File: config.mk
export PLATFORM = sky130hd
export DESIGN_NAME = instr_decode_queue_flat
export DESIGN_NICKNAME = d
export VERILOG_FILES = /design/src/rtl/instr_decode_queue_pkg.sv /design/src/rtl/instr_decode_queue_if.sv /design/src/rtl/instr_decode_queue_decoder.sv /design/src/rtl/instr_decode_queue.sv /design/src/flat_wrapper.sv
export SDC_FILE = /design/constraint.sdc
export NUM_CORES = 1
export LEC_CHECK = 0
export BUFFER_PORTS_ARGS = -buffer_cell sky130_fd_sc_hd__buf_4
export CAP_MARGIN = 10
export CORE_UTILIZATION = 40
export DETAILED_ROUTE_END_ITERATION = 8
export SYNTH_ARGS = -nofsm -noshare
export SYNTH_HDL_FRONTEND = slang
export SYNTH_HIERARCHICAL = 1
export SYNTH_SLANG_ARGS = --single-unit
File: constraint.sdc
create_clock -name clk -period 4.4 [get_ports clk]
set_clock_uncertainty 0.05 [all_clocks]
set_input_delay 0.88 -clock clk [delete_from_list [all_inputs] [get_ports clk]]
set_output_delay 0.88 -clock clk [all_outputs]
set_load 0.005 [all_outputs]
File: src/rtl/instr_decode_queue_pkg.sv
// Shared RV32I(+M) decode types: opcode constants, decoded instruction/opcode enums
// and the decoded_entry_t record stored by the queue.
package instr_decode_queue_pkg;

  localparam logic [6:0] RV_LUI      = 7'b0110111;
  localparam logic [6:0] RV_AUIPC    = 7'b0010111;
  localparam logic [6:0] RV_JAL      = 7'b1101111;
  localparam logic [6:0] RV_JALR     = 7'b1100111;
  localparam logic [6:0] RV_BRANCH   = 7'b1100011;
  localparam logic [6:0] RV_LOAD     = 7'b0000011;
  localparam logic [6:0] RV_STORE    = 7'b0100011;
  localparam logic [6:0] RV_OP_IMM   = 7'b0010011;
  localparam logic [6:0] RV_OP       = 7'b0110011;
  localparam logic [6:0] RV_MISC_MEM = 7'b0001111;
  localparam logic [6:0] RV_SYSTEM   = 7'b1110011;

  localparam logic [6:0] F7_BASE   = 7'b0000000;
  localparam logic [6:0] F7_ALT    = 7'b0100000;
  localparam logic [6:0] F7_MULDIV = 7'b0000001;

  typedef enum logic [5:0] {
    INSTR_NO_OP, INSTR_BAD_INSTR,
    INSTR_LUI, INSTR_AUIPC, INSTR_JAL, INSTR_JALR,
    INSTR_BEQ, INSTR_BNE, INSTR_BLT, INSTR_BGE, INSTR_BLTU, INSTR_BGEU,
    INSTR_LB, INSTR_LH, INSTR_LW, INSTR_LBU, INSTR_LHU,
    INSTR_SB, INSTR_SH, INSTR_SW,
    INSTR_ADDI, INSTR_SLTI, INSTR_SLTIU, INSTR_XORI, INSTR_ORI, INSTR_ANDI,
    INSTR_SLLI, INSTR_SRLI, INSTR_SRAI,
    INSTR_ADD, INSTR_SUB, INSTR_SLL, INSTR_SLT, INSTR_SLTU, INSTR_XOR,
    INSTR_SRL, INSTR_SRA, INSTR_OR, INSTR_AND,
    INSTR_MUL, INSTR_MULH, INSTR_MULHSU, INSTR_MULHU,
    INSTR_DIV, INSTR_DIVU, INSTR_REM, INSTR_REMU,
    INSTR_FENCE, INSTR_FENCE_I, INSTR_ECALL, INSTR_EBREAK
  } instr_e;

  typedef enum logic [3:0] {
    OP_NO_OP, OP_LUI, OP_AUIPC, OP_JAL, OP_JALR, OP_BRANCH,
    OP_LOAD, OP_STORE, OP_COMP_IMM, OP_COMP, OP_SYSTEM
  } opcode_e;

  typedef struct packed {
    instr_e      instr;
    opcode_e     opcode;
    logic [4:0]  rd;
    logic [4:0]  rs1;
    logic [4:0]  rs2;
    logic [31:0] imm;
    logic        illegal;
  } decoded_entry_t;

  localparam decoded_entry_t NOP_ENTRY = '{
    instr: INSTR_NO_OP, opcode: OP_NO_OP, rd: 5'd0, rs1: 5'd0, rs2: 5'd0,
    imm: 32'd0, illegal: 1'b0
  };

  localparam decoded_entry_t BAD_ENTRY = '{
    instr: INSTR_BAD_INSTR, opcode: OP_NO_OP, rd: 5'd0, rs1: 5'd0, rs2: 5'd0,
    imm: 32'd0, illegal: 1'b1
  };

endpackage

File: src/rtl/instr_decode_queue_if.sv
// Fetch-side push and issue-side pop handshakes of the decode queue, plus occupancy.
interface instr_decode_queue_if #(
  parameter int DEPTH = 4,
  parameter int PC_W  = 32
);
  import instr_decode_queue_pkg::*;

  logic                     in_valid;
  logic                     in_ready;
  logic [31:0]              in_instr;
  logic [PC_W-1:0]          in_pc;
  logic                     out_valid;
  logic                     out_ready;
  instr_e                   out_instr;
  opcode_e                  out_opcode;
  logic [4:0]               out_rd;
  logic [4:0]               out_rs1;
  logic [4:0]               out_rs2;
  logic [31:0]              out_imm;
  logic [PC_W-1:0]          out_pc;
  logic                     out_illegal;
  logic [$clog2(DEPTH):0]   count;

  modport master (
    output in_valid, in_instr, in_pc, out_ready,
    input  in_ready, out_valid, out_instr, out_opcode, out_rd, out_rs1, out_rs2,
           out_imm, out_pc, out_illegal, count
  );

  modport slave (
    input  in_valid, in_instr, in_pc, out_ready,
    output in_ready, out_valid, out_instr, out_opcode, out_rd, out_rs1, out_rs2,
           out_imm, out_pc, out_illegal, count
  );
endinterface

File: src/rtl/instr_decode_queue_decoder.sv
// Combinational RV32I(+M) word decoder; any unrecognised encoding collapses to BAD_ENTRY
// so that illegal words never leak register indices or immediates downstream.
module instr_decoder
  import instr_decode_queue_pkg::*;
#(
  parameter int M_EXT = 1
) (
  input  logic [31:0]    word,
  output decoded_entry_t dec
);
  logic [6:0]  opc;
  logic [2:0]  f3;
  logic [6:0]  f7;
  logic [31:0] imm_i, imm_s, imm_b, imm_u, imm_j;
  decoded_entry_t raw;

  assign opc   = word[6:0];
  assign f3    = word[14:12];
  assign f7    = word[31:25];
  assign imm_i = {{20{word[31]}}, word[31:20]};
  assign imm_s = {{20{word[31]}}, word[31:25], word[11:7]};
  assign imm_b = {{19{word[31]}}, word[31], word[7], word[30:25], word[11:8], 1'b0};
  assign imm_u = {word[31:12], 12'd0};
  assign imm_j = {{11{word[31]}}, word[31], word[19:12], word[20], word[30:21], 1'b0};

  always_comb begin
    raw = NOP_ENTRY;
    raw.instr = INSTR_BAD_INSTR;
    case (opc)
      RV_LUI:   begin raw.instr = INSTR_LUI;   raw.opcode = OP_LUI;   raw.rd = word[11:7]; raw.imm = imm_u; end
      RV_AUIPC: begin raw.instr = INSTR_AUIPC; raw.opcode = OP_AUIPC; raw.rd = word[11:7]; raw.imm = imm_u; end
      RV_JAL:   begin raw.instr = INSTR_JAL;   raw.opcode = OP_JAL;   raw.rd = word[11:7]; raw.imm = imm_j; end
      RV_JALR: begin
        raw.opcode = OP_JALR; raw.rd = word[11:7]; raw.rs1 = word[19:15]; raw.imm = imm_i;
        if (f3 == 3'd0) raw.instr = INSTR_JALR;
      end
      RV_BRANCH: begin
        raw.opcode = OP_BRANCH; raw.rs1 = word[19:15]; raw.rs2 = word[24:20]; raw.imm = imm_b;
        case (f3)
          3'd0: raw.instr = INSTR_BEQ;
          3'd1: raw.instr = INSTR_BNE;
          3'd4: raw.instr = INSTR_BLT;
          3'd5: raw.instr = INSTR_BGE;
          3'd6: raw.instr = INSTR_BLTU;
          3'd7: raw.instr = INSTR_BGEU;
          default: raw.instr = INSTR_BAD_INSTR;
        endcase
      end
      RV_LOAD: begin
        raw.opcode = OP_LOAD; raw.rd = word[11:7]; raw.rs1 = word[19:15]; raw.imm = imm_i;
        case (f3)
          3'd0: raw.instr = INSTR_LB;
          3'd1: raw.instr = INSTR_LH;
          3'd2: raw.instr = INSTR_LW;
          3'd4: raw.instr = INSTR_LBU;
          3'd5: raw.instr = INSTR_LHU;
          default: raw.instr = INSTR_BAD_INSTR;
        endcase
      end
      RV_STORE: begin
        raw.opcode = OP_STORE; raw.rs1 = word[19:15]; raw.rs2 = word[24:20]; raw.imm = imm_s;
        case (f3)
          3'd0: raw.instr = INSTR_SB;
          3'd1: raw.instr = INSTR_SH;
          3'd2: raw.instr = INSTR_SW;
          default: raw.instr = INSTR_BAD_INSTR;
        endcase
      end
      RV_OP_IMM: begin
        raw.opcode = OP_COMP_IMM; raw.rd = word[11:7]; raw.rs1 = word[19:15]; raw.imm = imm_i;
        case (f3)
          3'd0: raw.instr = INSTR_ADDI;
          3'd2: raw.instr = INSTR_SLTI;
          3'd3: raw.instr = INSTR_SLTIU;
          3'd4: raw.instr = INSTR_XORI;
          3'd6: raw.instr = INSTR_ORI;
          3'd7: raw.instr = INSTR_ANDI;
          // shift-immediates reuse the funct7 slot, so it must be a legal shift kind
          3'd1: raw.instr = (f7 == F7_BASE) ? INSTR_SLLI : INSTR_BAD_INSTR;
          3'd5: raw.instr = (f7 == F7_BASE) ? INSTR_SRLI :
                            (f7 == F7_ALT)  ? INSTR_SRAI : INSTR_BAD_INSTR;
          default: raw.instr = INSTR_BAD_INSTR;
        endcase
      end
      RV_OP: begin
        raw.opcode = OP_COMP; raw.rd = word[11:7]; raw.rs1 = word[19:15]; raw.rs2 = word[24:20];
        if (f7 == F7_BASE) begin
          case (f3)
            3'd0: raw.instr = INSTR_ADD;
            3'd1: raw.instr = INSTR_SLL;
            3'd2: raw.instr = INSTR_SLT;
            3'd3: raw.instr = INSTR_SLTU;
            3'd4: raw.instr = INSTR_XOR;
            3'd5: raw.instr = INSTR_SRL;
            3'd6: raw.instr = INSTR_OR;
            default: raw.instr = INSTR_AND;
          endcase
        end else if (f7 == F7_ALT) begin
          raw.instr = (f3 == 3'd0) ? INSTR_SUB :
                      (f3 == 3'd5) ? INSTR_SRA : INSTR_BAD_INSTR;
        end else if (f7 == F7_MULDIV && M_EXT != 0) begin
          case (f3)
            3'd0: raw.instr = INSTR_MUL;
            3'd1: raw.instr = INSTR_MULH;
            3'd2: raw.instr = INSTR_MULHSU;
            3'd3: raw.instr = INSTR_MULHU;
            3'd4: raw.instr = INSTR_DIV;
            3'd5: raw.instr = INSTR_DIVU;
            3'd6: raw.instr = INSTR_REM;
            default: raw.instr = INSTR_REMU;
          endcase
        end
      end
      // fences are ordering no-ops for this pipeline; operand fields are not carried
      RV_MISC_MEM: begin
        if (f3 == 3'd0) raw.instr = INSTR_FENCE;
        else if (f3 == 3'd1) raw.instr = INSTR_FENCE_I;
      end
      RV_SYSTEM: begin
        raw.opcode = OP_SYSTEM;
        if (word == 32'h0000_0073) raw.instr = INSTR_ECALL;
        else if (word == 32'h0010_0073) raw.instr = INSTR_EBREAK;
      end
      default: raw.instr = INSTR_BAD_INSTR;
    endcase
  end

  assign dec = (raw.instr == INSTR_BAD_INSTR) ? BAD_ENTRY : raw;
endmodule

File: src/rtl/instr_decode_queue.sv
// Decode stage with a DEPTH-entry FIFO of decoded entries between fetch and issue.
// One cycle push-to-head latency; in_ready drops at full with no same-cycle pass-through.
module instr_decode_queue
  import instr_decode_queue_pkg::*;
#(
  parameter int DEPTH = 4,
  parameter int PC_W  = 32,
  parameter int M_EXT = 1
) (
  input  logic clk,
  input  logic rst,
  input  logic flush_i,
  instr_decode_queue_if.slave q
);
  localparam int PTR_W = $clog2(DEPTH);
  localparam int CNT_W = PTR_W + 1;

  decoded_entry_t  dec;
  decoded_entry_t  ent_mem [DEPTH];
  logic [PC_W-1:0] pc_mem  [DEPTH];
  logic [PTR_W-1:0] wr_ptr, rd_ptr;
  logic [CNT_W-1:0] cnt;
  logic push, pop;

  instr_decoder #(.M_EXT(M_EXT)) u_dec (.word(q.in_instr), .dec(dec));

  assign q.in_ready  = cnt < CNT_W'(DEPTH);
  assign q.out_valid = cnt != '0;
  assign q.count     = cnt;
  assign push = q.in_valid & q.in_ready;
  assign pop  = q.out_valid & q.out_ready;

  // Storage is reset too so the idle head reads as a clean NO_OP after reset.
  always_ff @(posedge clk) begin
    if (rst) begin
      cnt    <= '0;
      wr_ptr <= '0;
      rd_ptr <= '0;
      for (int i = 0; i < DEPTH; i++) begin
        ent_mem[i] <= NOP_ENTRY;
        pc_mem[i]  <= '0;
      end
    end else if (flush_i) begin
      cnt    <= '0;
      wr_ptr <= '0;
      rd_ptr <= '0;
    end else begin
      if (push) begin
        ent_mem[wr_ptr] <= dec;
        pc_mem[wr_ptr]  <= q.in_pc;
        wr_ptr          <= wr_ptr + PTR_W'(1);
      end
      if (pop) rd_ptr <= rd_ptr + PTR_W'(1);
      if (push && !pop)      cnt <= cnt + CNT_W'(1);
      else if (pop && !push) cnt <= cnt - CNT_W'(1);
    end
  end

  assign q.out_instr   = ent_mem[rd_ptr].instr;
  assign q.out_opcode  = ent_mem[rd_ptr].opcode;
  assign q.out_rd      = ent_mem[rd_ptr].rd;
  assign q.out_rs1     = ent_mem[rd_ptr].rs1;
  assign q.out_rs2     = ent_mem[rd_ptr].rs2;
  assign q.out_imm     = ent_mem[rd_ptr].imm;
  assign q.out_illegal = ent_mem[rd_ptr].illegal;
  assign q.out_pc      = pc_mem[rd_ptr];
endmodule

File: src/flat_wrapper.sv
// flat-port wrapper written by rule: the top's interface ports become plain ports
module instr_decode_queue_flat import instr_decode_queue_pkg::*;
#(
  parameter int DEPTH = 4,
  parameter int PC_W  = 32,
  parameter int M_EXT = 1
)
  (clk, rst, flush_i, q_in_valid, q_in_instr, q_in_pc, q_out_ready, q_in_ready, q_out_valid, q_out_instr, q_out_opcode, q_out_rd, q_out_rs1, q_out_rs2, q_out_imm, q_out_pc, q_out_illegal, q_count);
  instr_decode_queue_if #(.DEPTH(DEPTH), .PC_W(PC_W)) q_i ();
  input  logic clk;
  input  logic rst;
  input  logic flush_i;
  input wire logic [$bits(q_i.in_valid)-1:0] q_in_valid;
  input wire logic [$bits(q_i.in_instr)-1:0] q_in_instr;
  input wire logic [$bits(q_i.in_pc)-1:0] q_in_pc;
  input wire logic [$bits(q_i.out_ready)-1:0] q_out_ready;
  output wire logic [$bits(q_i.in_ready)-1:0] q_in_ready;
  output wire logic [$bits(q_i.out_valid)-1:0] q_out_valid;
  output wire logic [$bits(q_i.out_instr)-1:0] q_out_instr;
  output wire logic [$bits(q_i.out_opcode)-1:0] q_out_opcode;
  output wire logic [$bits(q_i.out_rd)-1:0] q_out_rd;
  output wire logic [$bits(q_i.out_rs1)-1:0] q_out_rs1;
  output wire logic [$bits(q_i.out_rs2)-1:0] q_out_rs2;
  output wire logic [$bits(q_i.out_imm)-1:0] q_out_imm;
  output wire logic [$bits(q_i.out_pc)-1:0] q_out_pc;
  output wire logic [$bits(q_i.out_illegal)-1:0] q_out_illegal;
  output wire logic [$bits(q_i.count)-1:0] q_count;
  assign q_i.in_valid = q_in_valid;
  assign q_i.in_instr = q_in_instr;
  assign q_i.in_pc = q_in_pc;
  assign q_i.out_ready = q_out_ready;
  assign q_in_ready = q_i.in_ready;
  assign q_out_valid = q_i.out_valid;
  assign q_out_instr = q_i.out_instr;
  assign q_out_opcode = q_i.out_opcode;
  assign q_out_rd = q_i.out_rd;
  assign q_out_rs1 = q_i.out_rs1;
  assign q_out_rs2 = q_i.out_rs2;
  assign q_out_imm = q_i.out_imm;
  assign q_out_pc = q_i.out_pc;
  assign q_out_illegal = q_i.out_illegal;
  assign q_count = q_i.count;
  instr_decode_queue #(.DEPTH(DEPTH), .PC_W(PC_W), .M_EXT(M_EXT)) u_core (.clk(clk), .rst(rst), .flush_i(flush_i), .q(q_i));
endmodule
==> metrics.md, run 1 <==
| Metric | Value |
|---|---|
| Synth top area share | `61.0%` |
| Gate Count Post-Synth | `1,228` |
| Area contributors post-synth | `edfxtp_1 (61%), mux4_2 (11%), and2_1 (8.5%)` |
| CTS resizes | `0` |
| Port buffer count | `163` |
| CP max-delay cell | `dfxtp_4` |
| # fillers | `3,851` |
| Register bit total from synthesis | `369` |
| Crit share post-route | `76.8%` |
| Family with the most delay on the worst path | `flip-flops` |
| Initial Utilization | `40.9%` |
| Largest net degree at the start of global routing | `91` |
| Antenna violations before repair | `0` |
| Total CTS buffers | `43` |
| # nets final | `1,433` |
| Post-Syn Area | `17,700 um^2` |
| Worst path required time | `3.47 ns` |
| Critical-path maximum fanout | `32` |
| Status | `completed` |
| DP Wirelength | `26,200 um` |
| Top_reg_cell synth | `edfxtp_1` |
| Cell Count, Final, Fillers Out | `1,974` |
| Hold Path Stages | `2` |
| # Max-Cap Violations | `0` |
| Rows | `76` |
| Root buffer cell | `clkbuf_16` |
| Leak pwr | `7.75 nW` |
| Area leader, netlist | `edfxtp_1` |
| Global-route wire length before repair | `69,200 um` |
| Most common cell in the netlist | `edfxtp_1` |
| Synthesis warning total | `6` |
| Antenna-violating nets left | `0` |
| Avg Inst Size Synth | `14.4 um^2` |
| Clock Path Buffers | `3` |
| GRT Residual Overflow | `0` |
| Reg area | `11,000 um^2` |
| Max Freq | `296 MHz` |
| Drc violations | `0` |
| Depth of the most critical reg-to-reg path | `4` |
| Ant. Diodes | `0` |
| RSZ-0062 raised after global routing | `false` |
| Initial DRC count | `780` |
| CP arrival | `2.45 ns` |
| Via count | `10,800` |
| Number of buffers added to fix hold violations after cts | `0` |
| Vias in the first global route | `11,000` |
| DR WL/cell | `23.4 um` |
| Hold Startpoint | `u_core/rd_ptr[0]$_SDFFE_PP0P_` |
| Critical Path End Type | `output port` |
| WS Path Type | `reg -> out` |
| Syn_nets | `1,299` |
| Max H-tree Level | `2` |
| Fin util | `47.8%` |
| CP bufs+invs | `2` |
| Die X | `212 um` |
| Total core area | `43,400 um^2` |
| Commonest cells post-synth | `edfxtp_1 (360), and2_1 (241), and3_1 (93)` |
| Vias per cell | `5.46` |
| Worst skew pair latency | `0.55 ns` |
| Distinct cells, synth | `76` |
| Gpl congestion | `0.849` |
| Post-layout power | `7.90 mW` |
| Hold Path Class | `reg -> reg` |
| RR Startpoint | `u_core/q.count[2]$_SDFFE_PP0P_` |
| Final hold viol count | `0` |
| Clock slew at reported path FFs | `0.06 ns` |
| Reg2reg end | `u_core/ent_mem[1][1]$_SDFFCE_PN0P_` |
| Clock sinks | `369` |
| Multi-input gate area | `6230 um^2` |
| Io pins | `164` |
| Least-Margin Pin Slew | `1.11 ns` |
| Routed WL | `46,300 um` |
| First drt pass iteration count | `7` |
| CP cell instances | `buf_12 -> mux4_2 -> buf_4` |
| Slew Viols, Final | `0` |
| Post-CTS setup repair buffer count | `0` |
| All-Layer GR Usage | `20.8%` |
| Worst Setup Start Kind | `register` |
| Maximum VDD drop | `0.258 mV` |
| Slew margin rel. | `26.1%` |
| Setup TNS | `0 ns` |
| Slowest cell delay on critical path | `0.71 ns` |
| Post-synthesis async set-or-reset flop share | `0%` |
| Post-synthesis sequential area ratio | `62.0%` |
| Die Ht | `212 um` |
| Crit path time final | `3.38 ns` |
| Post-synth EDFFs | `360` |
| PD cells | `381 nW/um^2` |
| Placed Cells incl. Taps | `1,902` |
| CTS tree | `built` |
| Count of final setup violators | `0` |
| Layout cells sized above 1 | `30.4%` |
| R2R setup slack | `1.65 ns` |
| DIE AREA | `45,100 um^2` |
| Area grow syn2layout | `17.0%` |
## where the power goes
| group | switching (mW) | total (mW) | internal [mW] | leakage (nW) |
|---|---|---|---|---|
| clock network | 1.36 | 3.15 | 1.79 | 0.586 |
| registers | 0.0498 | 4.05 | 4.00 | 3.82 |
| logic | 0.395 | 0.702 | 0.308 | 3.34 |
## how the worst max path moves through the flow
stage / depth (start not counted) / endpoint
after floorplan: 3 / u_core/ent_mem[3][0]$_DFFE_PP_
after global routing: 3 / q_out_imm[16]
after detailed placement: 10 / u_core/ent_mem[3][50]$_DFFE_PP_
after global placement: 9 / u_core/ent_mem[3][50]$_DFFE_PP_
after CTS: 3 / q_out_imm[31]
final: 3 / q_out_imm[11]
## routing by layer
metal / wire, um / global-route usage (%) / vias to the layer above
li1: - / - / 4869
met1: 19800 / 28.3 / 5490
met2: 22100 / 33.5 / 353
met3: 3500 / 4.70 / 61
met4: 837 / 5.46 / 0
met5: 0 / 0 / -
## registers in the layout (all words and copies together), names as in the netlist, named ones only
name,cells
u_core/ent_mem,232
u_core/pc_mem,128
u_core/q.count,3
u_core/rd_ptr,2
u_core/wr_ptr,2
## layout by cell type (no fill, tap or decap), types with 6 or more instances in the layout
| cell type | netlist | final |
|---|---|---|
| nor4_1 | 6 | 6 |
| nor3_1 | 9 | 9 |
| inv_1 | 7 | 7 |
| nand2b_1 | 6 | 6 |
| and2_1 | 241 | 241 |
| nor2_1 | 30 | 29 |
| nand4_1 | 7 | 7 |
| clkinv_1 | 0 | 7 |
| a21oi_1 | 16 | 16 |
| buf_4 | 1 | 174 |
| and3_1 | 93 | 93 |
| and2_2 | 31 | 31 |
| mux4_2 | 90 | 90 |
| dfxtp_1 | 9 | 7 |
| buf_12 | 0 | 11 |
| clkbuf_1 | 46 | 14 |
| nand2_1 | 61 | 61 |
| clkbuf_16 | 0 | 43 |
| o21ai_0 | 12 | 12 |
| a21oi_2 | 11 | 11 |
| nor2_2 | 32 | 32 |
| edfxtp_1 | 360 | 360 |
| nand3_1 | 16 | 16 |
## tightest hold or removal path, stage by stage, from the launching register on
cell and delay [ns]:
dfxtp_1 0.34, xor2_1 0.09, nor2_1 0.07
## logic make-up (layout without fill, tap and decap cells)
family	Yosys count	count (layout)	share of synthesized area, %
AO/OA/AOI/OAI	84	84	3.39
XOR/XNOR	7	7	0.346
adder cells (fa/ha/maj)	2	2	0.184
flip-flops	369	369	62.0
buffers and inverters	103	264	2.94
multiplexers	92	92	11.6
AND/OR/NAND/NOR	571	571	19.5
## metrics by stage
step	area, um^2	hold slack (ns)	setup WS, ns
after CTS	20700	0.483	0.911
after floorplan	17700	0.435	0.500
final	20700	0.479	1.02
after detailed placement	19500	0.466	0.604
after global placement	19500	0.453	0.555
after global routing	20700	0.512	0.858
## area by class of cell
| type | instances | share of cell area [%] |
|---|---|---|
| Inverter | 7 | 0.127 |
| Multi-Input combinational cell | 756 | 30.1 |
| Sequential cell | 369 | 53.1 |
| Timing Repair Buffer | 185 | 7.37 |
| Tap cell | 585 | 3.53 |
| Clock inverter | 15 | 0.386 |
| Clock buffer | 57 | 5.45 |
(Power assumes the default switching activity.)
==> run 2: changes to the inputs <==
==> constraint.sdc (replaced) <==
create_clock -name clk -period 2.8 [get_ports clk]
set_clock_uncertainty 0.05 [all_clocks]
set_input_delay 0.56 -clock clk [delete_from_list [all_inputs] [get_ports clk]]
set_output_delay 0.56 -clock clk [all_outputs]
set_load 0.005 [all_outputs]
==> metrics.md, run 2 (synthesized netlist as in run 1, its figures left out) <==
| Metric | Value |
|---|---|
| # Max-Cap Violations | `0 (unchanged)` |
| Vias per cell | `5.30 (was 5.46)` |
| CP max-delay cell | `mux4_2 (was dfxtp_4)` |
| Gpl congestion | `0.860 (was 0.849)` |
| Max H-tree Level | `2 (unchanged)` |
| Drc violations | `0 (unchanged)` |
| Rows | `76 (unchanged)` |
| Layout cells sized above 1 | `35.8% (was 30.4%)` |
| CP arrival | `2.08 ns (was 2.45 ns)` |
| Top reg by flops | `u_core/ent_mem (unchanged)` |
| Slowest cell delay on critical path | `0.55 ns (was 0.71 ns)` |
| GRT Max-Usage Layer | `met2 (unchanged)` |
| All-Layer GR Usage | `21.2% (was 20.8%)` |
| Clock slew at reported path FFs | `0.06 ns (about the same)` |
| Commonest non-fill, non-tap cell in the layout | `edfxtp_1 (unchanged)` |
| Antenna violations before repair | `0 (unchanged)` |
| Least-Margin Pin Slew | `0.858 ns (was 1.11 ns)` |
| Worst Setup Start Kind | `register (unchanged)` |
| Final WS setup | `0.109 ns (was 1.02 ns)` |
| CP bufs+invs | `2 (unchanged)` |
| Family with the most delay on the worst path | `buffers and inverters (was flip-flops)` |
| Critical-path maximum fanout | `25 (was 32)` |
| Max reg flops | `232 (unchanged)` |
| # nets final | `1,552 (was 1,433)` |
| Area grow syn2layout | `23.0% (was 17.0%)` |
| Cell Count, Final, Fillers Out | `2,097 (was 1,974)` |
| Global-route wire length before repair | `71,100 um (was 69,200 um)` |
| Status | `completed (unchanged)` |
| Antenna-violating nets left | `0 (unchanged)` |
| Worst path required time | `2.19 ns (was 3.47 ns)` |
| DR WL/cell | `22.0 um (was 23.4 um)` |
| Port buffer count | `163 (unchanged)` |
| # fillers | `3,827 (was 3,851)` |
| DP Wirelength | `28,400 um (was 26,200 um)` |
| Vias in the first global route | `11,700 (was 11,000)` |
| Total CTS buffers | `41 (was 43)` |
| Leak pwr | `8.39 nW (was 7.75 nW)` |
| Die X | `212 um (unchanged)` |
| Io pins | `164 (unchanged)` |
| Crit share post-route | `96.1%` |
| Root buffer cell | `clkbuf_16 (unchanged)` |
| Post-layout power | `12.4 mW (was 7.90 mW)` |
| Slew margin rel. | `42.8% (was 26.1%)` |
| GR Layer Usage met3 | `3.22% (was 4.70%)` |
| First drt pass iteration count | `5 (was 7)` |
| Largest net degree at the start of global routing | `91 (unchanged)` |
| Pre-CTS setup slack | `-0.308 ns (was 0.604 ns)` |
| Initial Utilization | `40.9% (unchanged)` |
| Routed WL | `46,200 um (was 46,300 um)` |
| Worst skew pair latency | `0.54 ns (was 0.55 ns)` |
| Count of final setup violators | `0 (unchanged)` |
| Critical Path End Type | `output port (unchanged)` |
| Global-route met1 utilization | `29.0% (was 28.3%)` |
| Die Ht | `212 um (unchanged)` |
| Via count | `11,100 (was 10,800)` |
| Slew Viols, Final | `0 (unchanged)` |
| Initial DRC count | `683 (was 780)` |
| RSZ-0062 raised after global routing | `false (unchanged)` |
| GRT met2 Usage | `35.0% (was 33.5%)` |
| Max Freq | `372 MHz` |
| Leading cell types in the layout, fill and taps excluded | `edfxtp_1 (360), buf_4 (281), and2_1 (241) (was edfxtp_1 (360), and2_1 (241), buf_4 (174))` |
| DIE AREA | `45,100 um^2 (unchanged)` |
| R2R setup slack | `0.48 ns (was 1.65 ns)` |
| Clock Path Buffers | `3 (unchanged)` |
| Final hold viol count | `0 (unchanged)` |
| GRT Residual Overflow | `0 (unchanged)` |
| CTS tree | `built (unchanged)` |
| Clock sinks | `369 (unchanged)` |
| Total core area | `43,400 um^2 (unchanged)` |
| Ant. Diodes | `0 (unchanged)` |
| Hold Path Class | `in -> reg (was reg -> reg)` |
| Crit path time final | `2.69 ns` |
| Placed Cells incl. Taps | `2,022 (was 1,902)` |
| WS Path Type | `reg -> out (unchanged)` |
| PD cells | `571 nW/um^2 (was 381 nW/um^2)` |
| Maximum VDD drop | `0.422 mV (was 0.258 mV)` |
| WHS | `0.256 ns (was 0.479 ns)` |
| Post-CTS setup repair buffer count | `0 (unchanged)` |
| CP cell instances | `bufbuf_16 -> mux4_2 -> buf_4 (was buf_12 -> mux4_2 -> buf_4)` |
## run 2: cell types whose count changed in the layout (fill, tap and decap cells not counted), moves of 2 or more
cell | before | now
buf_4 | 174 | 281
buf_12 | 11 | 23
clkbuf_1 | 14 | 20
clkinv_1 | 7 | 4
clkbuf_16 | 43 | 41
## run 2: layout make-up
class | instances | area [um^2] | area share (%)
Inverter | 7 | 26.3 | 0.121
Timing Repair Buffer | 306 | 2630 | 12.1
Sequential cell | 369 | 11000 | 50.5
Multi-Input combinational cell | 756 | 6230 | 28.6
Clock buffer | 61 | 1100 | 5.05
Tap cell | 585 | 732 | 3.36
Clock inverter | 13 | 75.1 | 0.344
## run 2: final timing paths
check | end | depth (start not counted) | startpoint
setup reg to reg | u_core/ent_mem[2][54]$_SDFFCE_PN0P_ | 4 | u_core/q.count[2]$_SDFFE_PP0P_
hold / removal | u_core/pc_mem[1][10]$_SDFFCE_PN0P_ | 2 | q_in_pc[10]
hold reg to reg | u_core/rd_ptr[0]$_SDFFE_PP0P_ | 2 | u_core/rd_ptr[0]$_SDFFE_PP0P_
setup / recovery | q_out_rs1[3] | 3 | register
## run 2: stage by stage
stage	setup TNS (ns)	area [um^2]	util [%]
global route	0	21800	50.3
global placement	-38.12	20600	47.5
detailed placement	-43.10	20600	47.5
floorplan	0	17700	-
CTS	0	21800	50.3
finish	0	21800	50.3
## run 2: per-layer routing
| metal | wire length (um) | up-vias |
|---|---|---|
| met5 | 0 | - |
| met4 | 920 | 0 |
| met2 | 22500 | 312 |
| met3 | 2530 | 58 |
| met1 | 20200 | 5625 |
| li1 | - | 5116 |
## run 2: timing repair
action,4_1_cts,5_1_grt
endpoints found under the setup margin,5,0
gates resized for setup,1,0
hold buffers,0,0
## run 2: worst reg2reg max path, cell delays in order (launching register included)
cell     delay [ns]
dfxtp_1        0.39
or4b_1         0.71
nor3b_4        0.29
or2_4          0.22
buf_4          0.32
## run 2: power breakdown
group | total (mW) | leakage (nW) | switching, mW | internal [mW]
sequential | 6.35 | 3.82 | 0.0680 | 6.28
clock | 4.84 | 0.572 | 2.11 | 2.73
combinational | 1.26 | 4.00 | 0.655 | 0.600
total | 12.4 | 8.39 | 2.83 | 9.61
==> run 3: changes to the inputs <==
--- a/config.mk
+++ b/config.mk
@@ -5,9 +5,10 @@
 export SDC_FILE = /design/constraint.sdc
 export NUM_CORES = 1
 export LEC_CHECK = 0
-export BUFFER_PORTS_ARGS = -buffer_cell sky130_fd_sc_hd__buf_4
+export BUFFER_PORTS_ARGS = -buffer_cell sky130_fd_sc_hd__buf_2
 export CAP_MARGIN = 10
-export CORE_UTILIZATION = 40
+export CORE_MARGIN = 10
+export CORE_UTILIZATION = 35
 export DETAILED_ROUTE_END_ITERATION = 8
 export SYNTH_ARGS = -nofsm -noshare
 export SYNTH_HDL_FRONTEND = slang
==> metrics.md, run 3 (synthesized netlist as in run 1, its figures left out) <==
| Metric | Value |
|---|---|
| Total CTS buffers | `43 (was 41)` |
| DIE AREA | `60,000 um^2 (was 45,100 um^2)` |
| Antenna-violating nets left | `0 (unchanged)` |
| Area grow syn2layout | `23.2% (was 23.0%)` |
| Clock slew at reported path FFs | `0.06 ns (about the same)` |
| Slew margin rel. | `61.6% (was 42.8%)` |
| Root buffer cell | `clkbuf_16 (unchanged)` |
| Worst Setup Start Kind | `input pin (was register)` |
| # Max-Cap Violations | `0 (unchanged)` |
| Drc violations | `0 (unchanged)` |
| Initial Utilization | `35.4% (was 40.9%)` |
| Slew Viols, Final | `0 (unchanged)` |
| Io pins | `164 (unchanged)` |
| Post-DP Area | `20,300 um^2 (was 20,600 um^2)` |
| Layout cells sized above 1 | `37.3% (was 35.8%)` |
| Clock sinks | `369 (unchanged)` |
| Initial DRC count | `1,021 (was 683)` |
| WHS | `0.263 ns (was 0.256 ns)` |
| DR WL/cell | `23.0 um (was 22.0 um)` |
| Leak pwr | `8.43 nW (was 8.39 nW)` |
| Worst path required time | `3.18 ns (was 2.19 ns)` |
| Leading cell types in the layout, fill and taps excluded | `edfxtp_1 (360), and2_1 (241), buf_2 (162) (was edfxtp_1 (360), buf_4 (281), and2_1 (241))` |
| Worst skew pair latency | `0.55 ns (was 0.54 ns)` |
| Crit path time final | `2.72 ns (was 2.69 ns)` |
| Number of buffers added to fix hold violations after cts | `0 (unchanged)` |
| Fin util | `43.6% (was 50.3%)` |
| Die Ht | `245 um (was 212 um)` |
| PD cells | `604 nW/um^2 (was 571 nW/um^2)` |
| Total core area | `50,100 um^2 (was 43,400 um^2)` |
| Setup TNS | `0 ns (unchanged)` |
| Gpl congestion | `0.933 (was 0.860)` |
| First drt pass iteration count | `5 (unchanged)` |
| CTS tree | `built (unchanged)` |
| Top reg by flops | `u_core/ent_mem (unchanged)` |
| GRT Residual Overflow | `0 (unchanged)` |
| Maximum VDD drop | `0.389 mV (was 0.422 mV)` |
| CP arrival | `3.10 ns (was 2.08 ns)` |
| Critical Path End Type | `register (was output port)` |
| Vias per cell | `5.15 (was 5.30)` |
| Max reg flops | `232 (unchanged)` |
| Rows | `82 (was 76)` |
| Via count | `11,300 (was 11,100)` |
| Largest net degree at the start of global routing | `93 (was 91)` |
| Vias in the first global route | `11,900 (was 11,700)` |
| Status | `completed (unchanged)` |
| Critical-path maximum fanout | `7 (was 25)` |
| All-Layer GR Usage | `16.6% (was 21.2%)` |
| Die X | `245 um (was 212 um)` |
| Clock Path Buffers | `3 (unchanged)` |
| Count of final setup violators | `0 (unchanged)` |
| Final hold viol count | `0 (unchanged)` |
| Port buffer count | `163 (unchanged)` |
| Routed WL | `50,500 um (was 46,200 um)` |
| WS Path Type | `in -> reg (was reg -> out)` |
| Least-Margin Pin Slew | `0.570 ns (was 0.858 ns)` |
| # nets final | `1,561 (was 1,552)` |
| Antenna violations before repair | `0 (unchanged)` |
| Crit share post-route | `97.1% (was 96.1%)` |
| Post-layout power | `13.2 mW (was 12.4 mW)` |
| Max Freq | `368 MHz (was 372 MHz)` |
| Global-route wire length before repair | `76,100 um (was 71,100 um)` |
| DP Wirelength | `31,000 um (was 28,400 um)` |
| Hold Path Class | `in -> reg (unchanged)` |
| Commonest non-fill, non-tap cell in the layout | `edfxtp_1 (unchanged)` |
| Final Cell Area | `21,800 um^2 (about the same)` |
| Max H-tree Level | `2 (unchanged)` |
[run 3: cell types whose count changed in the layout (fill, tap and decap cells not counted), sizes merged]
cell / delta
bufbuf: -1
clkinv: +4
clkbuf: -8
buf: +8
inv: -1
diode: +1
bufinv: +6
clkinvlp: +2
[run 3: through the flow]
stage / instances / setup WS (ns)
after global routing: 2194 / -0.00301
after CTS: 2194 / 0.00576
final: 2195 / 0.0802
after floorplan: 1228 / 0.0319
after global placement: 2109 / -0.977
after detailed placement: 2109 / -1.00
[run 3: area by class of cell]
type	instances	area [um^2]
multi-input cells	756	6280
clock buffers	53	1110
inverters	7	26.3
well taps	672	841
repair buffers	313	2270
fillers	4642	28200
diodes	1	2.50
flip-flops and latches	369	11000
clock inverters	24	303
[run 3: what timing repair did]
item                                    4_1_cts  5_1_grt
pin swaps                                     1        1
resized for setup                             1       12
setup buffers                                 8        0
cloned                                        0        0
endpoints found under the setup margin      278       90
[run 3: path summary, 6_finish.rpt]
check        depth (start not counted)                                 end  slack [ns]                      startpoint
min reg2reg                          2       u_core/rd_ptr[0]$_SDFFE_PP0P_        0.48   u_core/rd_ptr[0]$_SDFFE_PP0P_
max                                 12     u_core/ent_mem[3][13]$_DFFE_PP_        0.08                  q_in_instr[31]
max reg2reg                          4  u_core/ent_mem[1][1]$_SDFFCE_PN0P_        0.45  u_core/q.count[2]$_SDFFE_PP0P_
min                                  2  u_core/pc_mem[2][23]$_SDFFCE_PN0P_        0.26                     q_in_pc[23]
[run 3: worst max-delay path: stages]
cell       delay [ns]
buf_2            0.14
nor3_4           0.33
nand3_2          0.21
or4_1            0.60
o2111ai_1        0.14
nor4b_1          0.07
nor4b_4          0.13
buf_4            0.17
buf_4            0.17
buf_4            0.15
a21oi_1          0.22
and3_1           0.20
[run 3: power by group]
group | internal [mW] | switching [mW] | total [mW] | leakage (nW)
Combinational | 0.518 | 0.690 | 1.21 | 3.92
Clock | 3.39 | 2.24 | 5.63 | 0.682
Sequential | 6.28 | 0.0705 | 6.35 | 3.82
[run 3: metal layers]
metal / part of all wire, % / track usage (%) / wire [um]
met4: 2.1 / 4.91 / 1080
met3: 6.1 / 3.21 / 3060
met2: 48 / 27.3 / 24300
met5: 0 / 0 / 0
met1: 44 / 22.0 / 22100
